<file path="config.mk">
export PLATFORM = sky130hd
export DESIGN_NAME = tdm_demux
export DESIGN_NICKNAME = d
export VERILOG_FILES = /design/src/rtl/tdm_demux.sv
export SDC_FILE = /design/constraint.sdc
export NUM_CORES = 1
export LEC_CHECK = 0
export CAP_MARGIN = 10
export CORE_MARGIN = 8
export CORE_UTILIZATION = 50
export DETAILED_ROUTE_END_ITERATION = 8
export MAX_ROUTING_LAYER = met4
export PLACE_DENSITY_LB_ADDON = 0.08
export REMOVE_ABC_BUFFERS = 1
export SETUP_SLACK_MARGIN = 0.1
export SLEW_MARGIN = 20
export SYNTH_ARGS = -nofsm -noshare
export SYNTH_HDL_FRONTEND = slang
export SYNTH_SLANG_ARGS = --single-unit
</file>
<file path="constraint.sdc">
create_clock -name CLK -period 2.2 [get_ports CLK]
set_input_delay 0.44 -clock CLK [delete_from_list [all_inputs] [get_ports CLK]]
set_output_delay 0.44 -clock CLK [all_outputs]
set_load 0.01 [all_outputs]
</file>
<file path="src/rtl/tdm_demux.sv">
// Receiver for a TDM word stream: tracks the slot index, rebuilds N-word frames and
// presents them through a valid/ready output register. Optional counters: TDM_DEMUX_STAT_EN.
module tdm_demux #(
  parameter int W = 8,
  parameter int N = 4
) (
  input  logic           CLK,
  input  logic           RST_X,
  input  logic           in_valid,
  input  logic           in_sof,
  input  logic [W-1:0]   in_data,
  output logic           out_valid,
  input  logic           out_ready,
  output logic [N*W-1:0] out_data,
  output logic           busy
`ifdef TDM_DEMUX_STAT_EN
  ,
  output logic [7:0]     drop_cnt,
  output logic [7:0]     sync_err_cnt
`endif
);

  localparam int SW = (N > 2) ? $clog2(N) : 1;
  localparam logic [SW-1:0] LAST = SW'(N - 1);

  typedef enum logic {IDLE, FILL} state_t;

  state_t state_q, state_d;
  logic [SW-1:0] slot_q, slot_d;
  logic [SW-1:0] wr_idx;
  logic wr_en;
  logic complete;
  logic resync;
  logic out_free;

  // The last word of a frame bypasses the buffer and goes straight to the output register.
  logic [N-2:0][W-1:0] buf_q;
  logic            out_valid_q;
  logic [N*W-1:0]  out_data_q;

  always_ff @(posedge CLK or negedge RST_X) begin
    if (!RST_X) begin
      state_q <= IDLE;
      slot_q  <= '0;
    end else begin
      state_q <= state_d;
      slot_q  <= slot_d;
    end
  end

  always_comb begin
    state_d  = state_q;
    slot_d   = slot_q;
    wr_en    = 1'b0;
    wr_idx   = '0;
    complete = 1'b0;
    resync   = 1'b0;
    if (in_valid) begin
      case (state_q)
        IDLE: begin
          if (in_sof) begin
            wr_en   = 1'b1;
            slot_d  = SW'(1);
            state_d = FILL;
          end
        end
        FILL: begin
          if (in_sof) begin
            resync = 1'b1;
            wr_en  = 1'b1;
            slot_d = SW'(1);
          end else if (slot_q == LAST) begin
            complete = 1'b1;
            slot_d   = '0;
            state_d  = IDLE;
          end else begin
            wr_en  = 1'b1;
            wr_idx = slot_q;
            slot_d = slot_q + SW'(1);
          end
        end
        default: state_d = IDLE;
      endcase
    end
  end

  // A consume on the completing edge frees the register, so frames go back-to-back.
  assign out_free = !out_valid_q || out_ready;

  always_ff @(posedge CLK or negedge RST_X) begin
    if (!RST_X) begin
      buf_q       <= '0;
      out_valid_q <= 1'b0;
      out_data_q  <= '0;
    end else begin
      for (int k = 0; k < N - 1; k++) begin
        if (wr_en && wr_idx == SW'(k)) buf_q[k] <= in_data;
      end
      if (complete && out_free) begin
        out_data_q  <= {in_data, buf_q};
        out_valid_q <= 1'b1;
      end else if (out_valid_q && out_ready) begin
        out_valid_q <= 1'b0;
      end
    end
  end

  assign out_valid = out_valid_q;
  assign out_data  = out_data_q;
  assign busy      = (state_q == FILL);

`ifdef TDM_DEMUX_STAT_EN
  always_ff @(posedge CLK or negedge RST_X) begin
    if (!RST_X) begin
      drop_cnt     <= '0;
      sync_err_cnt <= '0;
    end else begin
      if (complete && !out_free && drop_cnt != 8'hFF) drop_cnt <= drop_cnt + 8'd1;
      if (resync && sync_err_cnt != 8'hFF) sync_err_cnt <= sync_err_cnt + 8'd1;
    end
  end
`endif

endmodule

</file>
==> flow_metrics.py <==
metrics = {
    "die": {
        "io_pins": 47,
        "initial_core_util": 0.511,
        "num_rows": 25,
        "die_h_um": 84.8,
        "die_area_sq_um": 7180,
        "die_x_um": 84.8,
        "core_area_sq_um": 4630,
    },
    "global_routing": {
        "grt.busiest_layer": "met2",
        "antenna_found_initial": 0,
        "grt_max_degree": 29,
        "use_met2": 0.207,
        "grt_pass1_vias": 1543,
        "overflow": 0,
        "use_met1": 0.172,
        "grt_usage": 0.141,
        "grt_pass1_wl_um": 7650,
        "use_met3": 0.0537,
    },
    "outcome": {
        "status": "completed",
    },
    "clock_tree": {
        "numCtsBuffers": 9,
        "ctsResizeCount": 0,
        "cts_tree": "done",
        "holdBufCountCts": 0,
        "cts_max_path_buffers": 2,
        "cts_num_sinks": 60,
        "clkSlewWorstSetupHoldPaths_ns": 0.07,
        "post_cts_buffers": 0,
        "clk_latency_ns": 0.32,
        "htreeDepth": 3,
        "cts_root_buffer": "clkbuf_8",
    },
    "logic_synthesis": {
        "synth_top_area_share": 0.635,
        "yosysWarnings": 0,
        "syn_area_sq_um": 2360,
        "ys_types": 20,
        "synth.avg_cell_area_sq_um": 16.4,
        "synth_area_leader_cell": "dfrtp_1",
        "ys_seq_elements": 60,
        "synth_ff_type": "dfrtp_1",
        "syn_inst": 144,
        "synth_area_leaders": "dfrtp_1, mux2_2, clkbuf_8",
        "synthArstFlopShare": 1.00,
        "ys_seq_area_frac": 0.635,
        "synth-edff-count": 0,
    },
    "critical_path": {
        "worst-path-buf-inv": 1,
        "worst_ep_required_time_ns": 2.40,
        "timing.rr.start": "slot_q[0]",
        "path_cells": "inv_1 > ha_1 > nor4b_1 > o21ai_2 > mux2_2",
        "critPathArrivalTime_ns": 2.10,
        "setup.worst_path.start_class": "flip-flop",
        "critPathKind": "flip-flop to flip-flop",
        "crit_start": "slot_q[0]",
        "setup.worst_path.end_class": "flip-flop",
        "worstPathMaxFanout": 8,
        "crit_path_max_incr_delay_ns": 0.49,
        "cp_slowest_cell": "nor4b_1",
        "path_delay_family": "simple AND/OR/NAND/NOR gates",
    },
    "final_layout": {
        "instances_no_fill": 261,
        "final_util": 0.665,
        "design_area_sq_um": 3080,
        "antenna_cells": 0,
        "syn2layout_area_growth_pct": 30.2,
        "final_layout_size_suffix_gt1_frac": 0.382,
        "layout.nets": 219,
        "num-fill-cells": 327,
    },
    "power_and_ir_drop": {
        "switching_share": 0.283,
        "power_frac_comb": 0.359,
        "power.switching_mw": 1.18,
        "seqPwrFrac": 0.440,
        "p_per_area_nw_per_um2": 1350,
        "p_int_mw": 2.99,
        "power_frac_clock": 0.201,
        "irDropWorstVdd_mv": 0.624,
        "power_leakage_nw": 1.38,
    },
    "placed_design": {
        "post_dp_cell_area_sq_um": 2910,
        "dp_cells": 246,
        "place_congestion": 0.715,
        "portBuffers": 46,
        "dp_hpwl_um": 3250,
    },
    "drt": {
        "vias_per_cell": 5.21,
        "wl_um": 4580,
        "ant_nets": 0,
        "dr.pass1.iters": 3,
        "first_iter_violations": 59,
        "wl_per_cell_um": 17.5,
        "drc_errors": 0,
        "vias": 1360,
    },
    "sta": {
        "worstMarginPinSlew_ns": 0.584,
        "finalHoldViolations": 0,
        "fin_crit_ns": 1.90,
        "rsz0062_at_grt": "no",
        "finalSetupViolations": 0,
        "tns_ns": 0,
        "fin_crit_sh": 0.864,
        "maxSlewViolCount": 0,
        "hold_ws_ns": 0.114,
        "clock.fmax_mhz": 526,
        "max-slew-margin-rel": 0.611,
        "skew_ns": 0.00709,
    },
    "min_path": {
        "min_path_type": "input port to asynchronous set/reset pin",
    },
    "flow_run": {
        "max-cap-violations": 0,
    },
}
==> metal layers <==
layer / wire [um] / up-vias
li1: - / 623
met1: 2150 / 691
met4: 64 / 0
met3: 248 / 8
met5: 0 / -
met2: 2120 / 38
==> cells in the final DEF, fill, tap and decap left out, drive strengths merged <==
cell type	instances
o22ai	1
clkinv	2
buf	7
nor4b	1
ha	3
a22o	1
o22a	1
nand3	2
o21ai	3
clkbuf	13
mux2i	1
inv	4
dfrtp	60
clkdlybuf4s50	45
nand4b	1
nand2	2
mux2	56
a21oi	1
nor2	2
and3b	1
==> metrics by stage <==
step,worst slack [ns],power [mW]
final,0.300,4.17
after global routing,0.190,4.43
after floorplan,0.333,2.53
after detailed placement,0.0684,3.38
after CTS,0.338,4.23
after global placement,0.122,3.30
==> flip-flops by register name, indices dropped and copies added (netlist names) <==
name       count
out_data      32
buf_q         24
slot_q         2
busy           1
out_valid      1
==> final cells by class <==
type / count / area (sq um) / share of cell area
clock buffers: 13 / 159 / 0.0516
flip-flops and latches: 60 / 1500 / 0.488
clock inverters: 2 / 10.0 / 0.00325
repair buffers: 52 / 526 / 0.171
inverters: 4 / 15.0 / 0.00488
well taps: 54 / 67.6 / 0.0220
multi-input cells: 76 / 798 / 0.259
==> cells by family after synthesis <==
group                    synth area share
AO/OA/AOI/OAI                      0.0249
multiplexers                        0.271
flip-flops                          0.635
buffers and inverters              0.0270
AND/OR/NAND/NOR                    0.0259
adder cells (fa/ha/maj)            0.0159
==> Yosys cell counts, drive strengths merged (2+ instances only) <==
master	number
ha	3
clkbuf	3
dfrtp	60
nand2	2
o21ai	3
nand3	2
nor2	2
mux2	56
inv	4
==> worst reg2reg max path, stage by stage (launching register included) <==
cell and delay [ns]:
dfrtp_1 0.37, inv_1 0.08, ha_1 0.25, nor4b_1 0.49, o21ai_2 0.26, mux2_2 0.33
==> power groups by stage <==
stage,Combinational (mW),Sequential [mW],Clock [mW]
3_5_place_dp,1.52,1.85,0
5_1_grt,1.61,1.90,0.925
6_report,1.50,1.83,0.838
3_3_place_gp,1.47,1.83,0
2_1_floorplan,0.583,1.94,0
4_1_cts,1.53,1.84,0.869
==> worst paths after layout <==
kind / to / slack (ns) / cells after the start
max: buf_q[6] / 0.30 / 5
min: buf_q[7] / 0.11 / 1
max reg2reg: buf_q[6] / 0.30 / 5
min reg2reg: out_data[24] / 0.49 / 1
max in group asynchronous: out_data[14] / 1.42 / 2
min in group CLK: out_data[24] / 0.49 / 1
Power figures use the tool's default switching activity.
